[src/rtl/pipeline_hazard_ctrl_pkg.sv]
// Shared types and helpers for the pipeline stall/flush controller.
package pipeline_hazard_ctrl_pkg;

   typedef enum logic [1:0] {RUN, STALL, DEFER, HALT} ctrl_state_t;

   localparam int DEF_STAGES = 6;
   localparam int MAX_STAGES = 32;
   localparam int STAGE_PC   = 0;
   localparam int STAGE_WB   = DEF_STAGES - 1;

   // Low-inclusive mask: bits 0..idx set, clipped to the pipeline depth.
   function automatic logic [MAX_STAGES-1:0] thermo(input int idx, input int stages);
      logic [MAX_STAGES-1:0] m;
      m = '0;
      for (int k = 0; k < MAX_STAGES; k++)
         if (k <= idx && k < stages) m[k] = 1'b1;
      return m;
   endfunction

endpackage

[src/rtl/pipeline_hazard_ctrl_if.sv]
// Request/enable bundle between the pipeline and its hazard controller.
interface pipeline_hazard_ctrl_if #(
   parameter int STAGES = 6,
   parameter int CNT_W  = 32
);
   logic              rdy;
   logic [STAGES-1:0] stall_req;
   logic [STAGES-1:0] flush_req;
   logic [STAGES-1:0] stall;
   logic [STAGES-1:0] flush;
   logic              flush_pending;
   logic              stall_timeout;
   logic [CNT_W-1:0]  stall_cycles;

   modport master (
      output rdy, stall_req, flush_req,
      input  stall, flush, flush_pending, stall_timeout, stall_cycles
   );

   modport slave (
      input  rdy, stall_req, flush_req,
      output stall, flush, flush_pending, stall_timeout, stall_cycles
   );
endinterface

[src/rtl/pipeline_hazard_ctrl_prio_enc_hi.sv]
// Highest-set-bit encoder: index of the oldest requesting stage plus a valid flag.
module prio_enc_hi #(
   parameter int N     = 6,
   parameter int IDX_W = 3
) (
   input  logic [N-1:0]     vec,
   output logic [IDX_W-1:0] idx,
   output logic             valid
);
   always_comb begin
      idx   = '0;
      valid = 1'b0;
      for (int i = 0; i < N; i++) begin
         if (vec[i]) begin
            idx   = IDX_W'(i);
            valid = 1'b1;
         end
      end
   end
endmodule

[src/rtl/pipeline_hazard_ctrl.sv]
// Stall/flush controller: thermometer stalls, deferred merged flushes,
// stall watchdog and a saturating stall-cycle statistic.
module pipeline_hazard_ctrl
   import pipeline_hazard_ctrl_pkg::*;
#(
   parameter int STAGES  = 6,
   parameter int STG_W   = 3,
   parameter int TIMEOUT = 1024,
   parameter int CNT_W   = 32
) (
   input logic                  clk,
   input logic                  rst,
   pipeline_hazard_ctrl_if.slave bus
);
   localparam int WD_W = $clog2(TIMEOUT + 1);

   logic [STG_W-1:0]      s_idx, f_idx, e_idx;
   logic                  s_valid, f_valid, e_valid, apply;
   logic [STAGES-1:0]     flush_src;
   logic [MAX_STAGES-1:0] s_therm, e_therm;

   logic                  pend_valid, pend_valid_nxt;
   logic [STG_W-1:0]      pend_idx, pend_idx_nxt;
   ctrl_state_t           cur_state;

   logic [WD_W-1:0]       wd_cnt;
   logic                  timeout_q;
   logic [CNT_W-1:0]      cyc_q;

   // Stage 0 is the PC; it never receives a flush request.
   assign flush_src = {bus.flush_req[STAGES-1:1], 1'b0};

   prio_enc_hi #(.N(STAGES), .IDX_W(STG_W)) u_stall_enc (
      .vec(bus.stall_req), .idx(s_idx), .valid(s_valid));

   prio_enc_hi #(.N(STAGES), .IDX_W(STG_W)) u_flush_enc (
      .vec(flush_src), .idx(f_idx), .valid(f_valid));

   // Merge the latched flush with a new one; the older stage wins.
   always_comb begin
      e_valid = pend_valid | f_valid;
      if (pend_valid && f_valid) e_idx = (pend_idx > f_idx) ? pend_idx : f_idx;
      else if (pend_valid)       e_idx = pend_idx;
      else                       e_idx = f_idx;
      apply   = e_valid & bus.rdy & (~s_valid | (s_idx < e_idx));
      s_therm = thermo(int'(s_idx), STAGES);
      e_therm = thermo(int'(e_idx), STAGES);
   end

   always_comb begin
      if (!bus.rdy)       cur_state = HALT;
      else if (pend_valid) cur_state = DEFER;
      else if (s_valid)    cur_state = STALL;
      else                 cur_state = RUN;
   end

   always_comb begin
      pend_valid_nxt = pend_valid;
      pend_idx_nxt   = pend_idx;
      case (cur_state)
         HALT: begin
            if (e_valid) begin
               pend_valid_nxt = 1'b1;
               pend_idx_nxt   = e_idx;
            end
         end
         default: begin
            if (apply) begin
               pend_valid_nxt = 1'b0;
            end else if (e_valid) begin
               pend_valid_nxt = 1'b1;
               pend_idx_nxt   = e_idx;
            end
         end
      endcase
   end

   always_ff @(posedge clk) begin
      if (rst) begin
         pend_valid <= 1'b0;
         pend_idx   <= '0;
      end else begin
         pend_valid <= pend_valid_nxt;
         pend_idx   <= pend_idx_nxt;
      end
   end

   // Watchdog parks at TIMEOUT-1 once fired; the flag is sticky until reset.
   always_ff @(posedge clk) begin
      if (rst) begin
         wd_cnt    <= '0;
         timeout_q <= 1'b0;
         cyc_q     <= '0;
      end else if (bus.rdy) begin
         if (s_valid) begin
            if (wd_cnt == WD_W'(TIMEOUT - 1)) timeout_q <= 1'b1;
            else                              wd_cnt    <= wd_cnt + WD_W'(1);
            if (cyc_q != '1) cyc_q <= cyc_q + CNT_W'(1);
         end else begin
            wd_cnt <= '0;
         end
      end
   end

   assign bus.stall = rst        ? '0 :
                      !bus.rdy   ? '1 :
                      s_valid    ? s_therm[STAGES-1:0] : '0;
   assign bus.flush = (!rst && apply) ? {e_therm[STAGES-1:1], 1'b0} : '0;
   assign bus.flush_pending = pend_valid;
   assign bus.stall_timeout = timeout_q;
   assign bus.stall_cycles  = cyc_q;

endmodule
[src/flat_wrapper.sv]
// flat-port wrapper written by rule: the top's interface ports become plain ports
module pipeline_hazard_ctrl_flat import pipeline_hazard_ctrl_pkg::*;
#(
   parameter int STAGES  = 6,
   parameter int STG_W   = 3,
   parameter int TIMEOUT = 1024,
   parameter int CNT_W   = 32
)
  (clk, rst, bus_rdy, bus_stall_req, bus_flush_req, bus_stall, bus_flush, bus_flush_pending, bus_stall_timeout, bus_stall_cycles);
  pipeline_hazard_ctrl_if #(.STAGES(STAGES), .CNT_W(CNT_W)) bus_i ();
  input logic clk;
  input logic rst;
  input wire logic [$bits(bus_i.rdy)-1:0] bus_rdy;
  input wire logic [$bits(bus_i.stall_req)-1:0] bus_stall_req;
  input wire logic [$bits(bus_i.flush_req)-1:0] bus_flush_req;
  output wire logic [$bits(bus_i.stall)-1:0] bus_stall;
  output wire logic [$bits(bus_i.flush)-1:0] bus_flush;
  output wire logic [$bits(bus_i.flush_pending)-1:0] bus_flush_pending;
  output wire logic [$bits(bus_i.stall_timeout)-1:0] bus_stall_timeout;
  output wire logic [$bits(bus_i.stall_cycles)-1:0] bus_stall_cycles;
  assign bus_i.rdy = bus_rdy;
  assign bus_i.stall_req = bus_stall_req;
  assign bus_i.flush_req = bus_flush_req;
  assign bus_stall = bus_i.stall;
  assign bus_flush = bus_i.flush;
  assign bus_flush_pending = bus_i.flush_pending;
  assign bus_stall_timeout = bus_i.stall_timeout;
  assign bus_stall_cycles = bus_i.stall_cycles;
  pipeline_hazard_ctrl #(.STAGES(STAGES), .STG_W(STG_W), .TIMEOUT(TIMEOUT), .CNT_W(CNT_W)) u_core (.clk(clk), .rst(rst), .bus(bus_i));
endmodule
[config.mk]
export PLATFORM = sky130hd
export DESIGN_NAME = pipeline_hazard_ctrl_flat
export DESIGN_NICKNAME = d
export VERILOG_FILES = /design/src/rtl/pipeline_hazard_ctrl_pkg.sv /design/src/rtl/pipeline_hazard_ctrl_if.sv /design/src/rtl/pipeline_hazard_ctrl_prio_enc_hi.sv /design/src/rtl/pipeline_hazard_ctrl.sv /design/src/flat_wrapper.sv
export SDC_FILE = /design/constraint.sdc
export NUM_CORES = 1
export LEC_CHECK = 0
export BUFFER_PORTS_ARGS = -buffer_cell sky130_fd_sc_hd__buf_4
export CAP_MARGIN = 0
export CORE_UTILIZATION = 33
export CTS_CLUSTER_SIZE = 25
export DETAILED_ROUTE_END_ITERATION = 16
export MAX_ROUTING_LAYER = met4
export PLACE_DENSITY = 0.61
export SLEW_MARGIN = 15
export SYNTH_ARGS = -nofsm -noshare
export SYNTH_HDL_FRONTEND = slang
export SYNTH_HIERARCHICAL = 1
export SYNTH_SLANG_ARGS = --single-unit
[constraint.sdc]
create_clock -name clk -period 5.2 [get_ports clk]
set_clock_uncertainty 0.2 [all_clocks]
set_input_delay 1.04 -clock clk [delete_from_list [all_inputs] [get_ports clk]]
set_output_delay 1.04 -clock clk [all_outputs]
set_load 0.02 [all_outputs]
==> metrics.md, run 1 <==
| Metric | Value |
|---|---|
| Status | complete, no violations |
| Psw | 221 uW |
| IO buf count | 58 |
| RSZ-0062 raised after global routing | true |
| Ranking of synthesized cells by area | dfxtp_1, xnor2_1, nor2_1 |
| DRT antenna net count | 0 |
| P_leak | 1.32 nW |
| Post-synth ARST share | 0 |
| Worst Setup SP | bus_flush_req[5] |
| Min Tclk post-route | 5130 ps |
| Num CTS Buffers | 5 |
| Yosys reg bits | 48 |
| Die X | 93.0 um |
| Core region area | 7850 um^2 |
| Setup WS post-layout | 66.7 ps |
| Vias in the first global route | 2475 |
| Final hold vios | 0 |
| Starting Density | 0.348 |
| Gate power share | 0.188 |
| Die area | 8640 um^2 |
| Via/cell ratio | 5.32 |
| FP Rows | 32 |
| Setup WS pre-CTS | -177 ps |
| First-pass DRT Iterations | 6 |
| Peak supply drop | 173 uV |
| Reg2Reg Launch Point | u_core/pend_idx[2]$_SDFFE_PP0P_ |
| CP Class | in2out |
| Hold_buf cts | 0 |
| Sequential-to-total area share from yosys stat | 0.352 |
| Share of cells above drive strength 1 | 0.265 |
| Worst Setup EP | bus_flush[5] |
| Ys flop type | dfxtp_1 |
| Max Freq | 195 MHz |
| Synth Warn # | 6 |
| CTS tree | done |
| Vias post-DR | 2711 |
| Setup violators final | 0 |
| Largest net degree at the start of global routing | 47 |
| First-pass GRT wire length | 11500 um |
| Slew margin rel. | 0.426 |
| CTS root buffer | clkbuf_8 |
| Initial antenna violation count | 0 |
| CP Data Arrival Time | 3890 ps |
| # DRC | 0 |
| Clk Latency, worst-skew pair | 300 ps |
| RR Endpoint | u_core/pend_idx[0]$_SDFFE_PP0P_ |
| Multi-input gate area | 1730 um^2 |
| Worst Tran Pin Value | 854 ps |
| Clock tree sinks | 48 |
| Global-route usage over all layers | 0.168 |
| Avg WL per Cell | 13.2 um |
| Switching Fraction | 0.272 |
| Max-Cap Viols | 0 |
| Number of synthesized flops with an enable pin | 0 |
| Final Cycle Share | 0.987 |
| H-tree lvl count | 2 |
| Int Power | 589 uW |
| Area delta synth->final | 29.9% |
| Startpoint types | input pin |
| Min-delay worst type | reg2reg |
| Longest Clk Path Bufs | 2 |
| Design area | 3550 um^2 |
| Cells after Synth | 338 |
| Total gr overflow | 0 |
| Register Area | 961 um^2 |
| Die Span Y | 93.0 um |
| Max Slew Vio Count | 0 |
| Antenna Cells | 0 |
| Yosys cell types | 61 |
| Fillers | 824 |
| CTS clock-pin slew for the worst setup and hold paths | 90 ps |
| Most common cell after layout, fill and taps aside | buf_4 |
| Nets | 429 |
| Post-DP Area | 3330 um^2 |
| Most frequent cells in the layout | buf_4, dfxtp_1, nor2_1 |
| Synth top area share | 0.352 |
| RD Place Congestion | 0.826 |
| R2R depth | 12 |
| WHS Path Cells | 1 |
| IO Pins | 61 |
| Yosys top cell by area | dfxtp_1 |
| Crit end category | output port |
| CP max FO | 5 |
| Avg Inst Size Synth | 8.08 um^2 |
| Pwr Density | 228 nW/um^2 |
| Clock network power share | 0.336 |
| Sequential power share | 0.476 |
| DP HPWL | 4980 um |
| Post-Syn Area | 2730 um^2 |
| Worst reg2reg setup slack | 1900 ps |
| DR iter-0 viols | 124 |
| Total Wirelength | 6750 um |
| Worst Path Required | 3960 ps |
## logic make-up after synthesis
group,share of synthesized area
AND/OR/NAND/NOR,0.281
AO/OA/AOI/OAI,0.201
flip-flops,0.352
buffers and inverters,0.0422
XOR/XNOR,0.0738
adder cells (fa/ha/maj),0.0321
multiplexers,0.0160
other,0.00137
## registers in the layout (all words and copies together) (netlist names)
| register | cells |
|---|---|
| u_core/bus.stall_cycles | 32 |
| u_core/bus.flush_pending | 1 |
| u_core/bus.stall_timeout | 1 |
| u_core/wd_cnt | 11 |
| u_core/pend_idx | 3 |
## what timing repair did
item | 4_1_cts | 5_1_grt
pin swaps | 5 | 11
setup buffers | 0 | 5
gates cloned | 0 | 0
setup endpoints to repair | 5 | 5
resized for setup | 5 | 13
## power by group through the flow
stage               Combinational (mW)  Sequential [mW]  Clock (mW)
floorplan                       0.0818            0.393           0
global placement                 0.133            0.392           0
detailed placement               0.136            0.393           0
CTS                              0.140            0.385       0.278
global route                     0.167            0.387       0.295
finish                           0.153            0.385       0.272
## layout make-up
type,count,area share
multi-input cells,262,0.488
inverters,18,0.0191
repair buffers,72,0.156
well taps,102,0.0360
clock inverters,2,0.00988
clock buffers,6,0.0205
flip-flops and latches,48,0.271
## metal layers
layer | GRT usage | vias up | wire [um]
met5 | - | - | 0
met4 | 0.0551 | 0 | 112
met3 | 0.0271 | 8 | 269
met2 | 0.257 | 54 | 3160
met1 | 0.224 | 1266 | 3210
li1 | - | 1383 | -
## critical path: stages
cell and delay (ps):
buf_6 90, or2_4 250, nor2_4 120, inv_2 50, ha_4 210, and3b_2 210, o31a_1 300, nor2_2 110
a21oi_2 50, ha_1 320, a21o_1 170, a21oi_2 130, o21ai_1 80, a211o_1 360, a211oi_2 240, buf_4 170
## synth_stat cells (5+ instances only)
cell / count
nand2_1: 17
dfxtp_1: 48
nand4_1: 13
ha_1: 7
or3_1: 6
nor2_1: 45
nand3_1: 13
xnor2_1: 21
inv_1: 18
a31oi_1: 5
nor4_1: 10
clkbuf_1: 6
and4_1: 6
and2_1: 7
a21oi_1: 23
a211oi_1: 10
o21ai_0: 13
## per-stage QoR
step | utilization | instances | hold WS [ps] | total power [mW] | setup TNS (ps)
after floorplan | - | 339 | 261 | 0.475 | -21.9
after global routing | 0.452 | 510 | 320 | 0.849 | -136
final | 0.452 | 510 | 296 | 0.810 | 0
after detailed placement | 0.425 | 497 | 283 | 0.529 | -458
after global placement | 0.425 | 497 | 273 | 0.526 | -190
after CTS | 0.441 | 505 | 296 | 0.802 | 0
## worst min-delay path by stage
stage | startpoint | end | slack (ps)
after floorplan | u_core/wd_cnt[10]$_SDFFE_PP0P_ | u_core/wd_cnt[10]$_SDFFE_PP0P_ | 260
after global placement | u_core/wd_cnt[10]$_SDFFE_PP0P_ | u_core/wd_cnt[10]$_SDFFE_PP0P_ | 270
after detailed placement | u_core/wd_cnt[10]$_SDFFE_PP0P_ | u_core/wd_cnt[10]$_SDFFE_PP0P_ | 280
after CTS | u_core/wd_cnt[10]$_SDFFE_PP0P_ | u_core/wd_cnt[10]$_SDFFE_PP0P_ | 300
after global routing | u_core/wd_cnt[10]$_SDFFE_PP0P_ | u_core/wd_cnt[10]$_SDFFE_PP0P_ | 320
final | u_core/wd_cnt[10]$_SDFFE_PP0P_ | u_core/wd_cnt[10]$_SDFFE_PP0P_ | 300
(Power assumes the default switching activity.)
==> run 2, diff against run 1 <==
- BUFFER_PORTS_ARGS: -buffer_cell sky130_fd_sc_hd__buf_4 -> -buffer_cell sky130_fd_sc_hd__buf_2
==> run 2 against run 1 <==
Effect of this change: worst setup slack got worse by 63 ps; sequential cell count unchanged; cell area decreased by 1.6%; clock power decreased by 9.6%; first-iteration DRC count increased by 23%; combinational power increased by 4%; via count increased by 1.8%; core utilization decreased by 0.70 points; hold slack improved by 2.8 ps; routed wire length increased by 2.6%; total power decreased by 2.6%; sequential power about the same.
==> metrics.md, run 2 (synthesized netlist as in run 1, its figures left out) <==
| Metric | Value |
|---|---|
| Area delta synth->final | 27.9% (was 29.9%) |
| Design area | 3490 um^2 (was 3550 um^2) |
| Worst path slowest cell | ha_1 (was a211o_1) |
| Clk Latency, worst-skew pair | 310 ps (was 300 ps) |
| Min-delay worst type | reg2reg (unchanged) |
| CP Data Arrival Time | 3960 ps (was 3890 ps) |
| Vias post-DR | 2760 (was 2711) |
| Worst reg2reg setup slack | 1760 ps (was 1900 ps) |
| RD Place Congestion | 0.817 (was 0.826) |
| Crit end category | output port (unchanged) |
| RSZ-0062 raised after global routing | true (unchanged) |
| Slew margin rel. | 0.430 (was 0.426) |
| Routed wl met2 | 3310 um (was 3160 um) |
| Global-route usage over all layers | 0.168 (about the same) |
| Final Cycle Share | 0.999 (was 0.987) |
| Hold Path Origin | u_core/wd_cnt[10]$_SDFFE_PP0P_ (unchanged) |
| RR Endpoint | u_core/pend_idx[0]$_SDFFE_PP0P_ (unchanged) |
| Post-layout util | 0.445 (was 0.452) |
| Die area | 8640 um^2 (unchanged) |
| Die X | 93.0 um (unchanged) |
| DR iter-0 viols | 153 (was 124) |
| Final hold slack | 299 ps (was 296 ps) |
| CTS clock-pin slew for the worst setup and hold paths | 90 ps (about the same) |
| Core region area | 7850 um^2 (unchanged) |
| Via/cell ratio | 5.34 (was 5.32) |
| Vias in the first global route | 2520 (was 2475) |
| FP Rows | 32 (unchanged) |
| Worst Path Required | 3960 ps (about the same) |
| CP peak stage delay | 320 ps (was 360 ps) |
| Peak supply drop | 99.7 uV (was 173 uV) |
| Most common cell after layout, fill and taps aside | buf_2 (was buf_4) |
| Status | complete, no violations (unchanged) |
| Max reg flops | 32 (unchanged) |
| Final hold vios | 0 (unchanged) |
| Antenna Cells | 0 (unchanged) |
| Share of cells above drive strength 1 | 0.284 (was 0.265) |
| Longest Clk Path Bufs | 2 (unchanged) |
| First-pass GRT wire length | 11500 um (about the same) |
| Startpoint types | input pin (unchanged) |
| Uppermost layer routed | met4 (unchanged) |
| IO buf count | 58 (unchanged) |
| Total Wirelength | 6930 um (was 6750 um) |
| Max-Cap Viols | 0 (unchanged) |
| Worst Hold End | u_core/wd_cnt[10]$_SDFFE_PP0P_ (unchanged) |
| P_leak | 1.35 nW (was 1.32 nW) |
| DP HPWL | 4870 um (was 4980 um) |
| Setup violators final | 0 (unchanged) |
| Avg WL per Cell | 13.4 um (was 13.2 um) |
| H-tree lvl count | 2 (unchanged) |
| Max Freq | 192 MHz (was 195 MHz) |
| Starting Density | 0.348 (unchanged) |
| CTS tree | done (unchanged) |
| IO Pins | 61 (unchanged) |
| Total gr overflow | 0 (unchanged) |
| Num CTS Buffers | 5 (unchanged) |
| Pwr Density | 226 nW/um^2 (was 228 nW/um^2) |
| CP cell instances | buf_6 > or2_4 > nor2_4 > inv_2 > ha_4 > and3b_2 > o31a_1 > nor2_2 > a21oi_2 > ha_1 > a21o_1 > a21oi_2 > o21ai_1 > a211o_1 > buf_6 > a31oi_4 > buf_6 (was buf_6 > or2_4 > nor2_4 > inv_2 > ha_4 > and3b_2 > o31a_1 > nor2_2 > a21oi_2 > ha_1 > a21o_1 > a21oi_2 > o21ai_1 > a211o_1 > a211oi_2 > buf_4) |
| Most frequent cells in the layout | buf_2, dfxtp_1, nor2_1 (was buf_4, dfxtp_1, nor2_1) |
| Worst Tran Pin Value | 847 ps (was 854 ps) |
| First-pass DRT Iterations | 4 (was 6) |
| Reg2Reg Launch Point | u_core/pend_idx[0]$_SDFFE_PP0P_ (was u_core/pend_idx[2]$_SDFFE_PP0P_) |
| Met1 Wirelength | 3270 um (was 3210 um) |
| Critical Path Most Common Cell | buf_6 (was a21oi_2) |
| Nets | 436 (was 429) |
| CP max FO | 3 (was 5) |
| DRT antenna net count | 0 (unchanged) |
| # DRC | 0 (unchanged) |
| Clock tree sinks | 48 (unchanged) |
| CTS root buffer | clkbuf_8 (unchanged) |
| Post-DP Area | 3190 um^2 (was 3330 um^2) |
| WHS Path Cells | 1 (unchanged) |
| Initial antenna violation count | 0 (unchanged) |
| Max Slew Vio Count | 0 (unchanged) |
| Total power | 790 uW (was 810 uW) |
| Buf+Inv Stages, Crit Path | 4 (was 3) |
| Largest net degree at the start of global routing | 47 (unchanged) |
| Die Span Y | 93.0 um (unchanged) |
| Met3 WL | 237 um (was 269 um) |
| CP Class | in2out (unchanged) |
| Critical path's top delay family | compound AO/OA/AOI/OAI gates (unchanged) |
| R2R depth | 13 (was 12) |
| Min Tclk post-route | 5200 ps (was 5130 ps) |
[run 2: cell count changes in the layout (fill, tap and decap cells not counted), sizes merged]
cell	delta
buf	+7
inv	+1
bufinv	-1
[run 2: metal layers]
metal / vias up / GRT usage
met1: 1311 / 0.206
li1: 1389 / -
met4: 0 / 0.0577
met5: - / -
met2: 52 / 0.277
met3: 8 / 0.0287
[run 2: how the worst max path moves through the flow]
stage,start,end,cells past startpoint
floorplan,bus_flush_req[4],bus_flush[5],13
global placement,bus_flush_req[4],bus_flush[5],16
detailed placement,bus_flush_req[4],bus_flush[5],16
CTS,bus_flush_req[4],bus_flush[5],16
global route,bus_flush_req[5],bus_flush[5],16
finish,bus_flush_req[5],bus_flush[1],17
[run 2: layout make-up]
cell class	instances	area, um^2
clock buffer	6	82.6
clock inverter	2	13.8
fill	828	4360
inverter	18	67.6
multi-input combinational	262	1750
sequential	48	961
tap	102	128
timing repair buffer	79	488
[run 2: worst register-to-register path, stage by stage, from the launching register on]
cell and delay, ps:
dfxtp_1 380, inv_1 80, ha_1 180, and3b_2 260, o31a_1 220, buf_6 130, nand3_2 70, and2_4 160
ha_1 260, nand3_1 100, buf_4 160, a311oi_1 560, a21oi_1 230, a221oi_1 340
[run 2: timing repair]
item                       4_1_cts  5_1_grt
pin swaps                        8       11
resized for setup                6       24
setup endpoints to repair        5        5
hold buffers                     0        0
buffers inserted                10        2
[run 2: where the power goes]
group	switching, mW	total, mW	internal (mW)	leakage (nW)
Combinational	0.0881	0.159	0.0706	0.912
Clock	0.136	0.246	0.109	0.0516
Sequential	0.0101	0.385	0.375	0.388
[run 2: per-stage QoR]
stage	setup WS [ps]	setup TNS, ps	instances
2_1_floorplan	-21.9	-21.9	339
3_5_place_dp	-185	-507	497
3_3_place_gp	-115	-176	497
5_1_grt	-172	-609	517
6_report	3.60	0	517
4_1_cts	13.9	0	515
==> run 3, diff against run 2 <==
- SYNTH_HIERARCHICAL: 1 -> default
==> run 3 against run 2 <==
Effect of this change: total power is essentially flat; routed wire length shrank 10%; sequential share of layout area grew 2.9 points; cell area shrank 9.5%; register-to-register slack gained 640 ps; clock power grew 22%; area after synthesis shrank 4.0%; combinational power shrank 31%; clock-buffer cell count grew 1; critical endpoint unchanged; highest routed layer unchanged.
==> metrics.md, run 3 <==
| Metric | Value |
|---|---|
| Synth Warn # | 0 (was 6) |
| Peak supply drop | 111 uV (was 99.7 uV) |
| Min Tclk post-route | 5020 ps (was 5200 ps) |
| Hold_buf cts | 0 (unchanged) |
| Nets | 401 (was 436) |
| Design area | 3160 um^2 (was 3490 um^2) |
| Sequential power share | 0.483 (was 0.488) |
| Vias in the first global route | 2214 (was 2520) |
| Most numerous cell in the Yosys netlist | nor2_1 (was dfxtp_1) |
| Ys flop type | dfxtp_1 (unchanged) |
| Ranking of synthesized cells by area | dfxtp_1, xor2_1, nor2_1 (was dfxtp_1, xnor2_1, nor2_1) |
| Die Span Y | 91.1 um (was 93.0 um) |
| Total Wirelength | 6230 um (was 6930 um) |
| Share of cells above drive strength 1 | 0.221 (was 0.284) |
| Die area | 8300 um^2 (was 8640 um^2) |
| DR iter-0 viols | 119 (was 153) |
| Switching Fraction | 0.254 (was 0.297) |
| RD Place Congestion | 0.876 (was 0.817) |
| Crit end category | output port (unchanged) |
| Multi-input gate area | 1560 um^2 (was 1750 um^2) |
| Most frequent cells in the layout | buf_2, nor2_1, dfxtp_1 (was buf_2, dfxtp_1, nor2_1) |
| Clock tree sinks | 48 (unchanged) |
| Worst Path Required | 3960 ps (about the same) |
| Global-route usage over all layers | 0.155 (was 0.168) |
| IO buf count | 58 (unchanged) |
| DRT antenna net count | 0 (unchanged) |
| Die X | 91.1 um (was 93.0 um) |
| Post-synth ARST share | 0 (unchanged) |
| Worst Setup SP | bus_flush_req[4] (was bus_flush_req[5]) |
| Setup WS post-layout | 180 ps (was 3.60 ps) |
| Final hold vios | 0 (unchanged) |
| Slew margin rel. | 0.466 (was 0.430) |
| CP peak stage delay | 300 ps (was 320 ps) |
| Avg Inst Size Synth | 8.19 um^2 (was 8.08 um^2) |
| # DRC | 0 (unchanged) |
| RR Endpoint | u_core.pend_idx[1]$_SDFFE_PP0P_ (was u_core/pend_idx[0]$_SDFFE_PP0P_) |
| First-pass DRT Iterations | 5 (was 4) |
| Pwr Density | 250 nW/um^2 (was 226 nW/um^2) |
| Int Power | 589 uW (was 555 uW) |
| Core region area | 7690 um^2 (was 7850 um^2) |
| Total placed cells including tap cells | 474 (was 497) |
| CTS clock-pin slew for the worst setup and hold paths | 90 ps (about the same) |
| Worst Tran Pin Value | 795 ps (was 847 ps) |
| Max-Cap Viols | 0 (unchanged) |
| Setup violators final | 0 (unchanged) |
| Max reg flops | 32 (unchanged) |
| Gate power share | 0.139 (was 0.201) |
| Antenna Cells | 0 (unchanged) |
| Cells after Synth | 320 (was 338) |
| Number of synthesized flops with an enable pin | 0 (unchanged) |
| Longest Clk Path Bufs | 2 (unchanged) |
| Fillers | 830 (was 828) |
| CP Class | in2out (unchanged) |
| Psw | 201 uW (was 235 uW) |
| Vias post-DR | 2412 (was 2760) |
| Via/cell ratio | 5.00 (was 5.34) |
| CTS root buffer | clkbuf_8 (unchanged) |
| Yosys top cell by area | dfxtp_1 (unchanged) |
| Post-DP Area | 3020 um^2 (was 3190 um^2) |
| Worst reg2reg setup slack | 2400 ps (was 1760 ps) |
| Startpoint types | input pin (unchanged) |
| CP Data Arrival Time | 3780 ps (was 3960 ps) |
| Most common cell after layout, fill and taps aside | buf_2 (unchanged) |
| Post-Syn Area | 2620 um^2 (was 2730 um^2) |
| CP cell instances | buf_2 > or2_2 > inv_1 > o21ai_0 > ha_1 > and3b_1 > nor2_1 > nand2_1 > a32oi_2 > ha_1 > a211oi_1 > inv_1 > o21ai_2 > buf_4 > and3_1 > buf_2 (was buf_6 > or2_4 > nor2_4 > inv_2 > ha_4 > and3b_2 > o31a_1 > nor2_2 > a21oi_2 > ha_1 > a21o_1 > a21oi_2 > o21ai_1 > a211o_1 > buf_6 > a31oi_4 > buf_6) |
| Post-layout util | 0.411 (was 0.445) |
| Syn nets | 342 |
| Yosys cell types | 50 (was 61) |
| Largest net degree at the start of global routing | 33 (was 47) |
| Clock network power share | 0.378 (was 0.311) |
| Yosys reg bits | 48 (unchanged) |
| Synth top area share | 0.367 (was 0.352) |
| Max Freq | 199 MHz (was 192 MHz) |
| H-tree lvl count | 2 (unchanged) |
| Worst Setup EP | bus_flush[1] (unchanged) |
| Sequential-to-total area share from yosys stat | 0.367 (was 0.352) |
| Worst path slowest cell | or2_2 (was ha_1) |
| Final Cycle Share | 0.965 (was 0.999) |
| DP HPWL | 4630 um (was 4870 um) |
| Initial antenna violation count | 0 (unchanged) |
| Area delta synth->final | 20.6% (was 27.9%) |
| First-pass GRT wire length | 10100 um (was 11500 um) |
| Total Negative Setup Slacks | 0 ps (unchanged) |
| Reg2Reg Launch Point | u_core.pend_idx[2]$_SDFFE_PP0P_ (was u_core/pend_idx[0]$_SDFFE_PP0P_) |
| CP max FO | 4 (was 3) |
| Min-delay worst type | reg2reg (unchanged) |
| P_leak | 1.35 nW (about the same) |
| Avg WL per Cell | 12.9 um (was 13.4 um) |
| Num CTS Buffers | 5 (unchanged) |
| Status | complete, no violations (unchanged) |
| CTS tree | done (unchanged) |
| Max Slew Vio Count | 0 (unchanged) |
| Clk Latency, worst-skew pair | 310 ps (about the same) |
| Register Area | 961 um^2 (unchanged) |
| IO Pins | 61 (unchanged) |
| R2R depth | 10 (was 13) |
| Setup WS pre-CTS | -46.1 ps (was -185 ps) |
| Non-filler cells, final | 482 (was 517) |
| FP Rows | 32 (unchanged) |
| Most frequent cells after synthesis | nor2_1, dfxtp_1, nand2_1, xor2_1, nand3_1 (was dfxtp_1, nor2_1, a21oi_1, xnor2_1, inv_1) |
| Total gr overflow | 0 (unchanged) |
| Starting Density | 0.341 (was 0.348) |
run 3: cell types whose count changed in the layout (fill, tap and decap cells not counted), moves of 8 or more:
cell     previous run  this run
nor2_1             41        51
xor2_1              2        22
and3_1              1        10
xnor2_1            21        10
buf_4              22         6
nor4_1             10         2
nor3_1              4        13
run 3: cells by family after synthesis:
family	after synthesis	synth area share
other	1	0.00143
muxes	4	0.0167
adders and majority gates	7	0.0334
xor gates and xnor gates	32	0.107
DFF	48	0.367
buffers and inverters	24	0.0406
AOI/OAI and AO/OA	47	0.125
and+or+nand+nor	157	0.309
run 3: worst max-delay path: cells and delay by family:
| kind | cells | cell delay [ps] |
|---|---|---|
| compound gates | 4 | 720 |
| buf+inv | 5 | 570 |
| simple gates | 5 | 860 |
| fa+ha+maj | 2 | 580 |
run 3: routing by layer:
metal | GRT usage | vias up | routed length (um)
li1 | - | 1243 | -
met2 | 0.265 | 52 | 3020
met5 | - | - | 0
met3 | 0.0377 | 6 | 285
met1 | 0.184 | 1111 | 2870
met4 | 0.0357 | 0 | 52
run 3: final cells by class:
class	count	share of cell area
clock buffers	7	0.0305
inverters	12	0.0143
repair buffers	64	0.106
multi-input cells	248	0.495
clock inverters	1	0.00950
flip-flops and latches	48	0.304
well taps	102	0.0404
run 3: timing repair:
item | in CTS | in global routing
endpoints found under the hold margin | 0 | 0
setup buffers | 0 | 0
pin swaps | 0 | 2
setup endpoints to repair | 5 | 5
gates resized for setup | 1 | 2
run 3: through the flow:
step / hold slack, ps / power [mW]
2_1_floorplan: 233 / 0.461
3_3_place_gp: 237 / 0.494
3_5_place_dp: 245 / 0.497
4_1_cts: 258 / 0.798
5_1_grt: 281 / 0.830
6_report: 257 / 0.790
run 3: worst min-delay path by stage:
| stage | start | end | slack, ps | depth (start not counted) |
|---|---|---|---|---|
| after CTS | u_core.wd_cnt[10]$_SDFFE_PP0P_ | u_core.wd_cnt[10]$_SDFFE_PP0P_ | 260 | 1 |
| after detailed placement | u_core.wd_cnt[10]$_SDFFE_PP0P_ | u_core.wd_cnt[10]$_SDFFE_PP0P_ | 250 | 1 |
| after global placement | u_core.wd_cnt[10]$_SDFFE_PP0P_ | u_core.wd_cnt[10]$_SDFFE_PP0P_ | 240 | 1 |
| after global routing | u_core.wd_cnt[10]$_SDFFE_PP0P_ | u_core.wd_cnt[10]$_SDFFE_PP0P_ | 280 | 1 |
| final | u_core.wd_cnt[10]$_SDFFE_PP0P_ | u_core.wd_cnt[10]$_SDFFE_PP0P_ | 260 | 1 |
| after floorplan | u_core.wd_cnt[10]$_SDFFE_PP0P_ | u_core.wd_cnt[10]$_SDFFE_PP0P_ | 230 | 1 |
run 3: power groups by stage:
stage,logic (mW),clock network [mW],registers (mW)
finish,0.110,0.299,0.382
global route,0.122,0.324,0.383
CTS,0.108,0.308,0.381
detailed placement,0.107,0,0.390
global placement,0.104,0,0.390
floorplan,0.0709,0,0.390
